File: src/rtl/elevator_pkg.sv
// Shared definitions for the elevator request controller.
//   NUM_FLOORS : number of floors served (indices 0..NUM_FLOORS-1)
//   floor_t    : floor index type
//   UP / DOWN  : car direction encoding on UD_Answer / UD_Request
//   state_e    : request-controller FSM states
package elevator_pkg;

   localparam int NUM_FLOORS = 4;
   localparam int FLOOR_W    = 2;

   typedef logic [FLOOR_W-1:0] floor_t;

   localparam logic UP   = 1'b1;
   localparam logic DOWN = 1'b0;

   typedef enum logic [1:0] {
      ST_IDLE,
      ST_EVAL,
      ST_DOOR,
      ST_FRSVC
   } state_e;

endpackage

File: src/rtl/call_latch.sv
// Call latch: holds the car-panel and hall call bits until serviced.
//   clk, reset            : clock, asynchronous active-high reset
//   cab_btn [N-1:0]       : car-panel pulses, bit n = floor n
//   hall_up [N-2:0]       : up hall pulses, bit n = floor n
//   hall_dn [N-2:0]       : down hall pulses, bit n = floor n+1
//   at_floor              : floor the car is at
//   clear_at              : drop every call at at_floor (service taken)
//   absorb_at             : door open at at_floor, presses there are not kept
//   cab_q/up_q/dn_q       : latched call bits, same bit layout as the buttons
//   pending [N-1:0]       : per-floor OR of all latched calls
module call_latch
   import elevator_pkg::*;
#(
   parameter int N = elevator_pkg::NUM_FLOORS
) (
   input  logic         clk,
   input  logic         reset,
   input  logic [N-1:0] cab_btn,
   input  logic [N-2:0] hall_up,
   input  logic [N-2:0] hall_dn,
   input  floor_t       at_floor,
   input  logic         clear_at,
   input  logic         absorb_at,
   output logic [N-1:0] cab_q,
   output logic [N-2:0] up_q,
   output logic [N-2:0] dn_q,
   output logic [N-1:0] pending
);

   logic [N-1:0] cab_d;
   logic [N-2:0] up_d;
   logic [N-2:0] dn_d;
   logic [N-1:0] kill_mask;

   // Clearing and absorbing both mean "nothing may remain at this floor";
   // the kill mask beats a same-cycle press there, presses elsewhere still set.
   always_comb begin
      // NOTE: every always_comb output gets a default first so no path leaves it unassigned and infers a latch.
      kill_mask = '0;
      if (clear_at || absorb_at) begin
         kill_mask = {{(N-1){1'b0}}, 1'b1} << at_floor;
      end
      cab_d = (cab_q | cab_btn) & ~kill_mask;
      up_d  = (up_q  | hall_up) & ~kill_mask[N-2:0];
      dn_d  = (dn_q  | hall_dn) & ~kill_mask[N-1:1];
   end

   // NOTE: sequential state uses non-blocking assignments so every flop samples pre-edge values.
   always_ff @(posedge clk or posedge reset) begin
      if (reset) begin
         cab_q <= '0;
         up_q  <= '0;
         dn_q  <= '0;
      end else begin
         cab_q <= cab_d;
         up_q  <= up_d;
         dn_q  <= dn_d;
      end
   end

   // Up calls exist for floors 0..N-2, down calls for floors 1..N-1.
   assign pending = cab_q | {1'b0, up_q} | {dn_q, 1'b0};

endmodule

File: src/rtl/request_controller.sv
// Elevator request controller: latches calls, decides whether the car stops
// on arrival, holds the door, and publishes the next target floor.
//   clk, reset        : clock, asynchronous active-high reset
//   cab_btn           : car-panel call pulses, bit n = floor n
//   hall_up / hall_dn : hall call pulses (up: floor n, down: floor n+1)
//   Delay / DoneDelay       : arrival notice and its one-clock acknowledge
//   FR_Delay / DoneFRDelay  : floor-request poll and its one-clock acknowledge
//   Actual_Stage, UD_Answer, STOP : car floor, direction (1 = up), idle flag
//   next_stage        : {valid, floor} of the next target, 3'b000 = none
//   OC_Request        : door-open request, high DOOR_HOLD clocks per service
//   UD_Request        : 1 when the target lies above Actual_Stage
//   NO_STOP           : wake request for an idle car with work pending
//   pending           : per-floor call lamps
module request_controller #(
   parameter int DOOR_HOLD  = 8,
   parameter int NUM_FLOORS = 4
) (
   input  logic                  clk,
   input  logic                  reset,
   input  logic [NUM_FLOORS-1:0] cab_btn,
   input  logic [NUM_FLOORS-2:0] hall_up,
   input  logic [NUM_FLOORS-2:0] hall_dn,
   input  logic                  Delay,
   input  logic                  FR_Delay,
   input  logic [1:0]            Actual_Stage,
   input  logic                  UD_Answer,
   input  logic                  STOP,
   output logic [2:0]            next_stage,
   output logic                  OC_Request,
   output logic                  UD_Request,
   output logic                  NO_STOP,
   output logic                  DoneDelay,
   output logic                  DoneFRDelay,
   output logic [NUM_FLOORS-1:0] pending
);

   import elevator_pkg::*;

   localparam int CNT_W = $clog2(DOOR_HOLD + 1);

   state_e                  state_q, state_d;
   logic [CNT_W-1:0]        cnt_q, cnt_d;
   logic                    fr_ack_q, fr_ack_d;
   logic [2:0]              next_stage_q, next_stage_d;
   logic                    ud_q, ud_d;
   logic                    no_stop_q, no_stop_d;

   logic [NUM_FLOORS-1:0]   cab_call;
   logic [NUM_FLOORS-2:0]   up_call;
   logic [NUM_FLOORS-2:0]   dn_call;
   logic [NUM_FLOORS-1:0]   pending_w;
   logic [NUM_FLOORS-1:0]   up_by_floor;
   logic [NUM_FLOORS-1:0]   dn_by_floor;
   logic [NUM_FLOORS-1:0]   up_btn_by_floor;
   logic [NUM_FLOORS-1:0]   dn_btn_by_floor;
   logic                    clear_at;
   logic                    absorb_at;
   logic                    press_here;
   logic                    hall_here;
   logic                    above_found, below_found;
   floor_t                  above_floor, below_floor;
   logic                    tgt_valid;
   floor_t                  tgt_floor;
   logic                    stop_here;

   call_latch #(
      .N(NUM_FLOORS)
   ) u_call_latch (
      .clk      (clk),
      .reset    (reset),
      .cab_btn  (cab_btn),
      .hall_up  (hall_up),
      .hall_dn  (hall_dn),
      .at_floor (Actual_Stage),
      .clear_at (clear_at),
      .absorb_at(absorb_at),
      .cab_q    (cab_call),
      .up_q     (up_call),
      .dn_q     (dn_call),
      .pending  (pending_w)
   );

   // Re-index hall calls and buttons by floor so they can be picked with Actual_Stage.
   assign up_by_floor     = {1'b0, up_call};
   assign dn_by_floor     = {dn_call, 1'b0};
   assign up_btn_by_floor = {1'b0, hall_up};
   assign dn_btn_by_floor = {hall_dn, 1'b0};
   assign press_here      = cab_btn[Actual_Stage] | up_btn_by_floor[Actual_Stage] |
                            dn_btn_by_floor[Actual_Stage];

   // Target search and stop decision.
   always_comb begin
      above_found = 1'b0;
      above_floor = '0;
      below_found = 1'b0;
      below_floor = '0;
      // Scan downward so the lowest floor above the car is kept last.
      for (int f = NUM_FLOORS - 1; f >= 0; f--) begin
         if (pending_w[f] && (f > int'(Actual_Stage))) begin
            above_found = 1'b1;
            above_floor = floor_t'(f);
         end
      end
      // Scan upward so the highest floor below the car is kept last.
      for (int f = 0; f < NUM_FLOORS; f++) begin
         if (pending_w[f] && (f < int'(Actual_Stage))) begin
            below_found = 1'b1;
            below_floor = floor_t'(f);
         end
      end

      hall_here = up_by_floor[Actual_Stage] | dn_by_floor[Actual_Stage];
      stop_here = cab_call[Actual_Stage];
      tgt_valid = 1'b0;
      tgt_floor = '0;
      case (UD_Answer)
         UP: begin
            // A hall call against the travel direction is taken only when the car has nothing further up.
            stop_here = stop_here | up_by_floor[Actual_Stage] | (hall_here & ~above_found);
            if (above_found) begin
               tgt_valid = 1'b1;
               tgt_floor = above_floor;
            end else if (below_found) begin
               tgt_valid = 1'b1;
               tgt_floor = below_floor;
            end
         end
         DOWN: begin
            stop_here = stop_here | dn_by_floor[Actual_Stage] | (hall_here & ~below_found);
            if (below_found) begin
               tgt_valid = 1'b1;
               tgt_floor = below_floor;
            end else if (above_found) begin
               tgt_valid = 1'b1;
               tgt_floor = above_floor;
            end
         end
      endcase

      next_stage_d = {tgt_valid, tgt_floor};
      ud_d         = tgt_valid & (tgt_floor > Actual_Stage);
      no_stop_d    = STOP & (|pending_w) & ~OC_Request;
   end

   // FSM next-state and control.
   always_comb begin
      state_d   = state_q;
      cnt_d     = cnt_q;
      fr_ack_d  = 1'b0;
      clear_at  = 1'b0;
      absorb_at = 1'b0;
      unique case (state_q)
         ST_IDLE: begin
            if (Delay) begin
               state_d = ST_EVAL;
            end else if (FR_Delay) begin
               state_d = ST_FRSVC;
            end
         end
         ST_EVAL: begin
            if (stop_here) begin
               clear_at = 1'b1;
               cnt_d    = CNT_W'(DOOR_HOLD);
               state_d  = ST_DOOR;
            end else begin
               state_d = ST_IDLE;
            end
         end
         ST_DOOR: begin
            absorb_at = 1'b1;
            // Guard on the previous ack keeps a still-high poll from a second pulse.
            fr_ack_d  = FR_Delay & ~fr_ack_q;
            if (press_here) begin
               cnt_d = CNT_W'(DOOR_HOLD);
            end else if (cnt_q <= CNT_W'(1)) begin
               cnt_d   = '0;
               state_d = ST_IDLE;
            end else begin
               cnt_d = cnt_q - CNT_W'(1);
            end
         end
         ST_FRSVC: begin
            state_d = ST_IDLE;
         end
         default: begin
            state_d = ST_IDLE;
         end
      endcase
   end

   always_ff @(posedge clk or posedge reset) begin
      if (reset) begin
         state_q      <= ST_IDLE;
         cnt_q        <= '0;
         fr_ack_q     <= 1'b0;
         next_stage_q <= 3'b000;
         ud_q         <= 1'b0;
         no_stop_q    <= 1'b0;
      end else begin
         state_q      <= state_d;
         cnt_q        <= cnt_d;
         fr_ack_q     <= fr_ack_d;
         next_stage_q <= next_stage_d;
         ud_q         <= ud_d;
         no_stop_q    <= no_stop_d;
      end
   end

   // Decoded straight from the state register, so reset drops the door request at once.
   assign OC_Request  = (state_q == ST_DOOR);
   assign DoneDelay   = (state_q == ST_EVAL);
   assign DoneFRDelay = (state_q == ST_FRSVC) | fr_ack_q;
   assign next_stage  = next_stage_q;
   assign UD_Request  = ud_q;
   assign NO_STOP     = no_stop_q;
   assign pending     = pending_w;

endmodule

File: config.mk
export PLATFORM = sky130hd
export DESIGN_NAME = request_controller
export DESIGN_NICKNAME = d
export VERILOG_FILES = /design/src/rtl/elevator_pkg.sv /design/src/rtl/call_latch.sv /design/src/rtl/request_controller.sv
export SDC_FILE = /design/constraint.sdc
export NUM_CORES = 1
export LEC_CHECK = 0
export CAP_MARGIN = 20
export CORE_MARGIN = 2
export CORE_UTILIZATION = 25
export CTS_CLUSTER_SIZE = 10
export DETAILED_ROUTE_END_ITERATION = 8
export GPL_TIMING_DRIVEN = 0
export PLACE_DENSITY_LB_ADDON = 0.2
export SLEW_MARGIN = 20
export SYNTH_ARGS = -nofsm -noshare
export SYNTH_HDL_FRONTEND = slang
export SYNTH_SLANG_ARGS = --single-unit
File: constraint.sdc
create_clock -name clk -period 3.4 [get_ports clk]
set_input_delay 0.68 -clock clk [delete_from_list [all_inputs] [get_ports clk]]
set_output_delay 0.68 -clock clk [all_outputs]
set_load 0.005 [all_outputs]
# After elaboration in Yosys (flattened, before gate mapping)
# Cells that the tools add are included.
# word_totals
reg_bits,22
output_inout_bits,12
# classes
add_sub_neg,1
n_lt_le_gt_ge,9
n_eq_ne,7
shift,1
n_mux,49
bitwise_logic,30
n_reduce_logical,12
# ops
op,n
$mux 2,13
$mux 1,21
$mux 4,4
$bmux 1 s2,6
$or 1x1->1,8
$or 4x4->4,2
$pmux 2 s4,1
$pmux 4 s2,1
$and 1x1->1,6
$and 3x3->3,2
$logic_and 1x1->1,6
$not 3->3,2
$or 3x3->3,2
$not 1->1,5
$and 4x4->4,1
$eq 2x2->1 const B,2
$gt 2x2->1 const A,2
$le 4x1->1 const B,1
$lt 1x2->1 const A,2
$ne 2x1->1 const B,2
$not 4->4,1
$or 4x3->4,1
$pmux 1 s2,2
$pmux 2 s2,1
other kinds (15),15

# Longest topological paths before layout
# Gate-level depths: netlist of run 1.
# depth
word_depth,16
mapped_depth,10
depth_no_buf,10

# Modules after synthesis
# A second synthesis of run 1 with hierarchy kept.
# hier_totals
hier_cells,140
hier_area_um2,1343.8
# by_module_without_submodules
mod,instances,cells_per_inst,area_each_um2
request_controller,1,105,933.4
call_latch,1,35,410.4

# Worst setup path before layout of run 1
# Ideal clock, no wire load.
# synth_timing
kind,input to register
from,in Actual_Stage[1]
to,"reg ud_q, in the netlist UD_Request"
setup_ns,0.146
arrival_time_ns,2.275
path_slack_ns,0.979
cell_stages,9
path_buffers,1
cell_sequence,buf_2 > nor2_1 > o32a_1 > o21ai_0 > a211oi_1 > ha_1 > nor2b_1 > o21ai_0 > a311oi_1
# synth_between
elab_chain_cells,10
word_cells_on_any_way,35
cone_classes,order compare (7); mux (21); bitwise (1); reduce/logical (6)
# synth_lines
element,line,source
start: declaration,request_controller.sv:25,"input logic [1:0] Actual_Stage,"
$gt 2x2->1 or $lt 1x2->1 (tied branches),"request_controller.sv:99, request_controller.sv:106",
$logic_and 1x1->1 (on tied branches),"request_controller.sv:99, request_controller.sv:106",
"$mux 2, or another cell as far along (3 in a row)",request_controller.sv:99,if (pending_w[f] && (f > int'(Actual_Stage))) begin
$mux 2 (on tied branches),"request_controller.sv:133, request_controller.sv:123",
$mux 2 (on tied branches),"request_controller.sv:130, request_controller.sv:120",
$pmux 2 s2 *,request_controller.sv:116,case (UD_Answer)
via tgt_floor[1],request_controller.sv:63,floor_t tgt_floor;
$gt 2x2->1 *,request_controller.sv:141,ud_d = tgt_valid & (tgt_floor > Actual_Stage);
$and 1x1->1 *,request_controller.sv:141,
via ud_d,request_controller.sv:45,"logic ud_q, ud_d;"
end signal: assignment,request_controller.sv:204,ud_q <= ud_d;
end: declaration,request_controller.sv:45,
# Mark *: on every way through the listed nets, which the timed path passes. The rest lies on a longest branch.
# A chain may end at the register's enable or synchronous reset.

# Worst setup path after layout of run 1
# layout_timing
from,in Actual_Stage[0]
to,"reg ud_q, in the netlist UD_Request"
# The elaborated chain is that of the path after synthesis.

==> results.md, run 1 <==
* Final worst path period need at 3.02 ns
* Initial antenna violation count at 0
* H-tree levels at 1
* Crit. End Element: flop
* ANT cells at 0
* Setup TNS at 0 ns
* Critical path class: in -> reg
* Asr flop ratio synth at 100%
* Hold depth at 1
* Most frequent cells in the layout: clkdlybuf4s50_1, dfrtp_1, nor2_1
* CTS resizes at 0
* FMAX at roughly 330 MHz
* Setup Buffers After CTS at 0
* Post-Place Cells at roughly 240
* Final Max Tran Viols at 0
* Family with the most delay on the worst path: compound AO/OA/AOI/OAI gates
* Post-synthesis cell area at approximately 1300 um^2
* Clock Pin Slew Worst Setup and Hold Paths at 0.08 ns
* Post-Synth Adder-Cell Area at just under 4%
* P_sw at about 330 uW
* Post-synth EDFFs at 0
* Max-cap violation count at 0
* Fillcell total at 556
* Largest family of logic cells by synthesized area: compound AO/OA/AOI/OAI gates
* Register area share after synthesis at 42.3%
* Post-Route WL at 3300 um
* Initial DRC count at 24
* Worst-path cell chain: clkdlybuf4s50_1 -> buf_6 -> nor2_1 -> o32a_1 -> o21ai_0 -> a211oi_1 -> ha_1 -> nor2b_1 -> o21ai_0 -> a311oi_1
* GRT Total Usage at between 10 and 15%
* TritonCTS clock tree: yes
* Internal power at around 630 uW
* Chip height at around 76 um
* Die footprint at 5790 um^2
* Die X at around 76 um
* TritonCTS buffer count at 3
* Overflow after GRT at 0
* Sw Ratio at about 34%
* Post-Layout Cell Count at between 200 and 250
* Status: finished clean
* DRT Pass-1 Iters at 4
* Vias in the first global route at 1,177
* DR WL/cell at ~14 um
* WP depth at 10
* WP data required at ~3.5 ns
* #FFs+latches synth at 22
* Post-Syn Nets at approximately 160
* Sequential Power Share at 40.7%
* Simple-gate share of the synthesized area at between 10% and 20%
* CP most frequent cell: o21ai_0
* Clock Path Buffers at 2
* CP peak stage delay at around 0.54 ns
* Setup Skew at between 0.0015 and 0.002 ns
* Synth Flop Type: dfrtp_1
* Buf/Inv on CP at 2
* Row cnt at 26
* Root Driver: clkbuf_8
* Compound-Gate Fraction of Synth Area at between 20 and 25%
* Combinational share of power at 39.4%
* DRC Markers at 0
* Final hold vios at 0
* RSZ-0062 raised after global routing: false
* Clk_lat worst skew at approximately 0.26 ns
* Mapped Avg Cell Area at approximately 9.4 um^2
* R2R Setup Slk at slightly below 0.9 ns
* Critical-path top delay cell: clkdlybuf4s50_1
* Core area at just over 5000 um^2
* Area grow syn2layout at 33.3%
* Hold Crit Class: reg -> reg
* Pre-CTS WS at 0.0903 ns
* Worst slew margin at about two fifths
* Worst-Margin Slew at ~0.9 ns
* Final ANT Viol Nets at 0
* Gpl congestion at between 0.8 and 0.9
* PD cells at approximately 550 nW/um^2
* Layout Nets at around 200
* Layout cell share with drive strength beyond 1 at between 8 and 9%
* DP HPWL at about 2600 um
* Cells after Synth at around 140
* Total clock sinks at 22
* Ys Warns at 0
* Mux cell area share after synthesis at just under 6%
* Reg2Reg Depth at 8
* First-pass GRT wire length at ~5700 um
* Effective utilization at floorplan at between 20 and 30%
* Pin count of the biggest net entering global routing at 23
* Worst setup margin at ~0.38 ns
* Crit path arrival time at around 3.1 ns
* DR vias/cell at between 4 and 5
* Final-report setup violation count at 0
* Hold buffer count at cts at 0
* CP max FO at 10
* Clock Power Share at between 10% and 20%
* Leak at around 0.67 nW
* Post-Synth XOR/XNOR Area at 0%
* Library cells used by synthesis at 43
* # IOs at 30
* IO Port Bufs at 29
* Fin crit share at between 80% and 90%
* Peak supply drop at 0.208 mV
* CP Launch Type: input port
* Leading cell type in the layout, fill and taps excluded: clkdlybuf4s50_1
* Via Count at approximately 1,100
==> per-stage QoR <==
step	utilization, %	hold slack, ns	area (um^2)	total power, mW
after floorplan	-	0.411	1300	0.621
after CTS	34.1	0.468	1730	0.967
after global routing	34.1	0.481	1730	1.03
after detailed placement	33.1	0.457	1680	0.774
final	34.1	0.457	1730	0.954
after global placement	33.1	0.429	1680	0.764
==> registers in the layout, indices dropped and copies added (netlist names) <==
signal	count
NO_STOP	1
UD_Request	1
cnt_q	4
fr_ack_q	1
next_stage	3
state_q	2
u_call_latch.cab_q	4
u_call_latch.dn_q	3
u_call_latch.up_q	3
==> synth_stat cells (2+ instances only) <==
cell | n | area (um^2)
dfrtp_1 | 22 | 551
nor2_1 | 17 | 63.8
a21oi_1 | 10 | 50.1
inv_1 | 10 | 37.5
nor3_1 | 10 | 50.1
nand2_1 | 8 | 30.0
o21ai_0 | 7 | 35.0
ha_1 | 4 | 50.1
mux2i_1 | 4 | 40.0
a21o_1 | 3 | 22.5
nand2b_1 | 3 | 18.8
nor2b_1 | 3 | 18.8
o2bb2ai_1 | 3 | 26.3
a31oi_1 | 2 | 12.5
clkbuf_1 | 2 | 7.51
nand3_1 | 2 | 10.0
o21a_1 | 2 | 15.0
o22a_1 | 2 | 17.5
==> power by group through the flow <==
stage | clock network (mW) | logic [mW] | registers [mW]
after global routing | 0.207 | 0.423 | 0.399
final | 0.189 | 0.376 | 0.389
after detailed placement | 0 | 0.379 | 0.395
after floorplan | 0 | 0.243 | 0.377
after global placement | 0 | 0.373 | 0.390
after CTS | 0.197 | 0.381 | 0.390
==> cell type report <==
| cell class | instances | area (um^2) | area share [%] |
|---|---|---|---|
| tap | 70 | 87.6 | 5.05 |
| multi-input combinational | 103 | 688 | 39.7 |
| sequential | 22 | 551 | 31.8 |
| inverter | 10 | 37.5 | 2.17 |
| clock buffer | 4 | 55.1 | 3.18 |
| timing repair buffer | 29 | 290 | 16.8 |
| buffer | 4 | 23.8 | 1.37 |
==> cell families (layout without fill, tap and decap cells) <==
family                     count (synthesis)  in the layout
adders and majority gates                  4              4
DFF                                       22             22
and+or+nand+nor                           52             52
buffers and inverters                     14             47
muxes                                      6              6
AOI/OAI and AO/OA                         41             41
==> worst paths after layout <==
check | start | to
setup / recovery | Actual_Stage[0] | UD_Request$_DFF_PP0_
hold / removal | fr_ack_q$_DFF_PP0_ | fr_ack_q$_DFF_PP0_
setup reg to reg | u_call_latch.cab_q[1]$_DFF_PP0_ | UD_Request$_DFF_PP0_
hold reg to reg | fr_ack_q$_DFF_PP0_ | fr_ack_q$_DFF_PP0_
max in group asynchronous | reset | u_call_latch.up_q[1]$_DFF_PP0_
min in group asynchronous | reset | fr_ack_q$_DFF_PP0_
==> per-layer routing <==
metal | wire (um) | global-route usage (%)
met5 | 0 | 0
met4 | 42 | 4.36
met3 | 157 | 3.08
met2 | 1520 | 19.6
met1 | 1580 | 16.3
No activity file was read; power rests on OpenSTA's default activity.
==> inputs of run 2 (changes only) <==
--- a/config.mk
+++ b/config.mk
@@ -12,6 +12,7 @@
 export DETAILED_ROUTE_END_ITERATION = 8
 export GPL_TIMING_DRIVEN = 0
 export PLACE_DENSITY_LB_ADDON = 0.2
+export SKIP_LAST_GASP = 1
 export SLEW_MARGIN = 20
 export SYNTH_ARGS = -nofsm -noshare
 export SYNTH_HDL_FRONTEND = slang
==> results of run 2 <==
The final DEF is identical to that of run 1; final timing and power are the same.
